[config.mk]
export PLATFORM = sky130hd
export DESIGN_NAME = matrix_operand_loader
export DESIGN_NICKNAME = d
export VERILOG_FILES = /design/src/rtl/matrix_pkg.sv /design/src/rtl/matrix_index_counter.sv /design/src/rtl/matrix_operand_loader.sv
export SDC_FILE = /design/constraint.sdc
export NUM_CORES = 1
export LEC_CHECK = 0
export ABC_AREA = 1
export CORE_ASPECT_RATIO = 1.4
export CORE_MARGIN = 5
export CORE_UTILIZATION = 31
export DETAILED_ROUTE_END_ITERATION = 16
export PLACE_DENSITY = 0.58
export REMOVE_ABC_BUFFERS = 1
export SETUP_SLACK_MARGIN = 0.1
export SLEW_MARGIN = 20
export SYNTH_ARGS = -nofsm -noshare
export SYNTH_HDL_FRONTEND = slang
export SYNTH_HIERARCHICAL = 1
export SYNTH_SLANG_ARGS = --single-unit
[constraint.sdc]
create_clock -name clk -period 11 [get_ports clk]
set_input_delay 1.1 -clock clk [delete_from_list [all_inputs] [get_ports clk]]
set_output_delay 1.1 -clock clk [all_outputs]
set_load 0.01 [all_outputs]
[src/rtl/matrix_pkg.sv]
// Shared sizing, state encoding and bus layout for the 3x3 matrix operand loader.
package matrix_pkg;
  localparam int DATA_W   = 16;
  localparam int N        = 3;
  localparam int NUM_ELEM = N * N;
  localparam int CNT_W    = 5;
  localparam int IDX_W    = $clog2(NUM_ELEM);
  localparam int RC_W     = $clog2(N);

  typedef enum logic [1:0] {
    LOAD_A = 2'd0,
    LOAD_B = 2'd1,
    FULL   = 2'd2
  } state_t;

  // Bit offset of element (r,c) inside a flat row-major matrix bus.
  function automatic int elem_lsb(input int r, input int c);
    return (r * N + c) * DATA_W;
  endfunction
endpackage

[src/rtl/matrix_index_counter.sv]
// Row/col element counter over an NxN matrix; idx is combinational from the count, wrap flags the last element.
// Transpose select swaps row/col so a column-major stream lands at row-major positions.
module matrix_index_counter
  import matrix_pkg::*;
(
  input  logic             clk,
  input  logic             rst,
  input  logic             clr_i,
  input  logic             inc_i,
  input  logic             transpose_i,
  output logic [IDX_W-1:0] idx_o,
  output logic             wrap_o
);
  localparam logic [RC_W-1:0] LAST = RC_W'(N - 1);

  logic [RC_W-1:0] row_q, row_d;
  logic [RC_W-1:0] col_q, col_d;

  always_comb begin
    row_d = row_q;
    col_d = col_q;
    if (clr_i) begin
      row_d = '0;
      col_d = '0;
    end else if (inc_i) begin
      if (col_q == LAST) begin
        col_d = '0;
        row_d = (row_q == LAST) ? '0 : row_q + RC_W'(1);
      end else begin
        col_d = col_q + RC_W'(1);
      end
    end
  end

  always_ff @(posedge clk or posedge rst) begin
    if (rst) begin
      row_q <= '0;
      col_q <= '0;
    end else begin
      row_q <= row_d;
      col_q <= col_d;
    end
  end

  assign wrap_o = (row_q == LAST) && (col_q == LAST);
  assign idx_o  = transpose_i ? (IDX_W'(col_q) * IDX_W'(N) + IDX_W'(row_q))
                              : (IDX_W'(row_q) * IDX_W'(N) + IDX_W'(col_q));
endmodule

[src/rtl/matrix_operand_loader.sv]
// Serial-to-parallel loader for A then B (18 elements); mat_valid one cycle after the 18th transfer, held until mat_ack.
// in_ready is registered and drops in FULL; MATLD_TRANSPOSE_B_EN selects a column-major B stream.
module matrix_operand_loader
  import matrix_pkg::*;
(
  input  logic                         clk,
  input  logic                         rst,
  input  logic                         clr,
  input  logic                         in_valid,
  output logic                         in_ready,
  input  logic [DATA_W-1:0]            in_data,
  output logic [NUM_ELEM*DATA_W-1:0]   mat_a,
  output logic [NUM_ELEM*DATA_W-1:0]   mat_b,
  output logic                         mat_valid,
  input  logic                         mat_ack,
  output logic [CNT_W-1:0]             load_cnt
);
  state_t                       state_q;
  logic                         in_ready_q;
  logic                         mat_valid_q;
  logic [CNT_W-1:0]             load_cnt_q;
  logic [NUM_ELEM*DATA_W-1:0]   mat_a_q;
  logic [NUM_ELEM*DATA_W-1:0]   mat_b_q;

  logic             xfer;
  logic             transpose;
  logic [IDX_W-1:0] idx;
  logic             wrap;
  logic [NUM_ELEM-1:0] en_a;
  logic [NUM_ELEM-1:0] en_b;

  assign xfer = in_valid & in_ready_q;

`ifdef MATLD_TRANSPOSE_B_EN
  assign transpose = (state_q == LOAD_B);
`else
  assign transpose = 1'b0;
`endif

  matrix_index_counter u_idx (
    .clk         (clk),
    .rst         (rst),
    .clr_i       (clr),
    .inc_i       (xfer),
    .transpose_i (transpose),
    .idx_o       (idx),
    .wrap_o      (wrap)
  );

  always_comb begin
    en_a = '0;
    en_b = '0;
    if (xfer && !clr && state_q == LOAD_A) en_a = {{(NUM_ELEM-1){1'b0}}, 1'b1} << idx;
    if (xfer && !clr && state_q == LOAD_B) en_b = {{(NUM_ELEM-1){1'b0}}, 1'b1} << idx;
  end

  // in_ready/mat_valid are registered from the next state, so in_ready never depends on in_valid.
  always_ff @(posedge clk or posedge rst) begin
    if (rst) begin
      state_q     <= LOAD_A;
      in_ready_q  <= 1'b0;
      mat_valid_q <= 1'b0;
      load_cnt_q  <= '0;
    end else if (clr) begin
      state_q     <= LOAD_A;
      in_ready_q  <= 1'b1;
      mat_valid_q <= 1'b0;
      load_cnt_q  <= '0;
    end else begin
      case (state_q)
        LOAD_A: begin
          in_ready_q <= 1'b1;
          if (xfer) begin
            load_cnt_q <= load_cnt_q + CNT_W'(1);
            if (wrap) state_q <= LOAD_B;
          end
        end
        LOAD_B: begin
          if (xfer) begin
            load_cnt_q <= load_cnt_q + CNT_W'(1);
            if (wrap) begin
              state_q     <= FULL;
              in_ready_q  <= 1'b0;
              mat_valid_q <= 1'b1;
            end
          end
        end
        FULL: begin
          if (mat_ack) begin
            state_q     <= LOAD_A;
            in_ready_q  <= 1'b1;
            mat_valid_q <= 1'b0;
            load_cnt_q  <= '0;
          end
        end
        default: begin
          state_q     <= LOAD_A;
          in_ready_q  <= 1'b1;
          mat_valid_q <= 1'b0;
          load_cnt_q  <= '0;
        end
      endcase
    end
  end

  always_ff @(posedge clk or posedge rst) begin
    if (rst) begin
      mat_a_q <= '0;
      mat_b_q <= '0;
    end else begin
      for (int r = 0; r < N; r++) begin
        for (int c = 0; c < N; c++) begin
          if (en_a[r*N+c]) mat_a_q[elem_lsb(r, c) +: DATA_W] <= in_data;
          if (en_b[r*N+c]) mat_b_q[elem_lsb(r, c) +: DATA_W] <= in_data;
        end
      end
    end
  end

  assign in_ready  = in_ready_q;
  assign mat_valid = mat_valid_q;
  assign load_cnt  = load_cnt_q;
  assign mat_a     = mat_a_q;
  assign mat_b     = mat_b_q;
endmodule

==> results.json <==
{
  "slew_violations": 0,
  "power.density_mw_per_mm2": 202,
  "setup_viol": 0,
  "slew_headroom": 0.402,
  "final_util": 0.431,
  "worstPathMaxFanout": 85,
  "crit_path_end_kind": "register",
  "post_cts_buffers": 0,
  "drc": 0,
  "postRouteAntennaNets": 0,
  "ios": 316,
  "antenna_found_initial": 0,
  "setup_slack_ps": 6920,
  "synthDominantCellAreaShare": 0.608,
  "p_leak_uw": 0.00865,
  "routed_wl_mm": 44.4,
  "hold_buffers": 0,
  "grt_pass1_wl_mm": 66.7,
  "core-area_mm2": 0.0395,
  "reg2reg_depth": 13,
  "ys_seq_area_frac": 0.608,
  "r2r_slack_ps": 7380,
  "drive_gt1_frac": 0.0575,
  "cts_tree": "built",
  "die_height_um": 247,
  "outcome": "finished clean",
  "synth-seq-cells": 301,
  "diodes": 0,
  "fin_nets": 1735,
  "dpl.hpwl_mm": 28.4,
  "yosys-top-cells-area": "dfrtp_1 61%, nand2_1 19%, nand3_1 12%",
  "cts_max_level": 1,
  "avgSynthCellArea_um2": 8.68,
  "num_rows": 86,
  "min_from": "mat_a[7]",
  "rsz0062_at_grt": "no",
  "grt_usage": 0.197,
  "initial_utilization": 0.314,
  "synthDistinctLibCells": 20,
  "clockBufferDepth": 3,
  "vias": 10600,
  "first_pass_iters": 5,
  "min_path_type": "reg -> reg",
  "cp_data_arrival_time_ps": 4520,
  "clockRootBuffer": "clkbuf_16",
  "initialDrtViolationCount": 1001,
  "setup.worst_path.class": "in -> reg",
  "r2r_end": "mat_b[65]",
  "syn_inst": 1427,
  "cts_made_buffers": 30,
  "place_ws_ps": 6370,
  "cts_resized": 0,
  "ys_warn_count": 6,
  "tns_ps": 0,
  "areaGrowthSynthToFinish_pct": 37.3,
  "clkTransAtPathRegs_ps": 60,
  "endpoint": "mat_b[18]",
  "period_minus_slack_ps": 4080,
  "start_kind": "primary input",
  "viasPerCell": 4.71,
  "cts.sinks": 301,
  "die_w_um": 179,
  "syn_area_mm2": 0.0124,
  "gp_congestion": 0.826,
  "finClkSkew_ps": 10.1,
  "worst_pin_slew_ps": 897,
  "grt_pass1_vias": 10546,
  "die-area_mm2": 0.0441,
  "insertion_delay_ps": 560,
  "wl_per_cell_um": 19.7,
  "synth_top_area_cell": "dfrtp_1",
  "r2r-start": "u_idx/row_q[1]",
  "grt-ovfl-total": 0,
  "max_cap_violations": 0,
  "io_buffers": 315,
  "finalHoldViolations": 0,
  "grt_max_degree": 151,
  "crit_start": "clr",
  "final.period_utilization": 0.371,
  "clock.fmax_mhz": 245,
  "max-vdd-ir-drop_v": 0.000117,
  "required_ps": 11440
}
[cell families (layout without fill, tap and decap cells)]
| family | Yosys count | in the layout | share of synthesized area |
|---|---|---|---|
| and+or+nand+nor | 966 | 966 | 0.327 |
| DFF | 301 | 301 | 0.608 |
| buffers and inverters | 138 | 429 | 0.0458 |
| adders and majority gates | 14 | 14 | 0.0166 |
| AOI/OAI and AO/OA | 7 | 7 | 0.00283 |
| other | 1 | 6 | 0.000303 |
[worst min path at each step]
| stage | to | cells after the start |
|---|---|---|
| floorplan | mat_a[0] | 2 |
| global route | mat_a[7] | 2 |
| CTS | mat_a[72] | 2 |
| finish | mat_a[7] | 2 |
| global placement | mat_b[110] | 2 |
| detailed placement | mat_b[72] | 2 |
[power breakdown]
part	internal, uW	switching [uW]
clock	582	434
combinational	468	489
sequential	1320	143
total	2370	1070
[layer usage]
metal,GRT usage,vias to the layer above,wire length [um]
li1,-,5063,-
met1,0.238,5115,16800
met2,0.357,354,23600
met3,0.0239,68,2300
met4,0.0716,0,1650
met5,0,-,0
[per-stage QoR]
stage               cells  instance area (um2)  total power [uW]  hold WS, ps
floorplan            1323                12000              1810          509
global placement     2196                16000              2440          455
detailed placement   2196                16000              2460          457
CTS                  2251                17000              3490          473
global route         2251                17000              3610          480
finish               2251                17000              3440          469
[registers in the layout, indices dropped and copies added, names as in the netlist]
signal       cells
mat_a          144
mat_b          144
load_cnt         5
state_q          2
u_idx/col_q      2
u_idx/row_q      2
in_ready         1
mat_valid        1
[area by class of cell]
type	count	area [um2]
clock buffers	49	943
clock inverters	6	35.0
fillers	3884	22500
inverters	29	121
multi-input cells	993	4330
flip-flops and latches	301	7530
well taps	528	661
repair buffers	345	3390
[cells in the final DEF (no fill, tap or decap)]
| cell | n |
|---|---|
| clkbuf_1 | 8 |
| buf_4 | 29 |
| nor2_4 | 2 |
| clkbuf_16 | 31 |
| nor2_1 | 9 |
| dfrtp_1 | 301 |
| nand4_1 | 2 |
| clkinv_2 | 4 |
| nor3_4 | 1 |
| nand2_2 | 7 |
| clkbuf_8 | 10 |
| or2_2 | 1 |
| nor2_2 | 9 |
| nand3_1 | 295 |
| o21ai_0 | 6 |
| ha_1 | 10 |
| conb_1 | 6 |
| clkinvlp_4 | 2 |
| inv_1 | 27 |
| clkdlybuf4s50_1 | 315 |
| clkinv_8 | 1 |
| a21oi_1 | 1 |
| nand2_1 | 640 |
| buf_12 | 1 |
| inv_2 | 1 |
| fa_1 | 4 |
[critical path, stage by stage]
cell and delay, ps:
clkdlybuf4s50_1 570, nor2_4 260, nand2_1 140, nor2_4 100
buf_4 580, buf_4 800, nand2_1 580, nand2_1 210
nand2_1 70
[synthesized netlist by cell type]
library cell  count
inv_1            28
nor2_1           18
nor2_4            2
ha_1             10
nand4_1           2
nor3_4            1
nand2_2           7
nand3_1         295
or2_2             1
clkbuf_1         63
conb_1            1
fa_1              4
buf_4             2
inv_2             1
buf_2            34
dfrtp_1         301
a21oi_1           1
nand2_1         640
buf_1            10
o21ai_0           6
(Power assumes the default switching activity.)
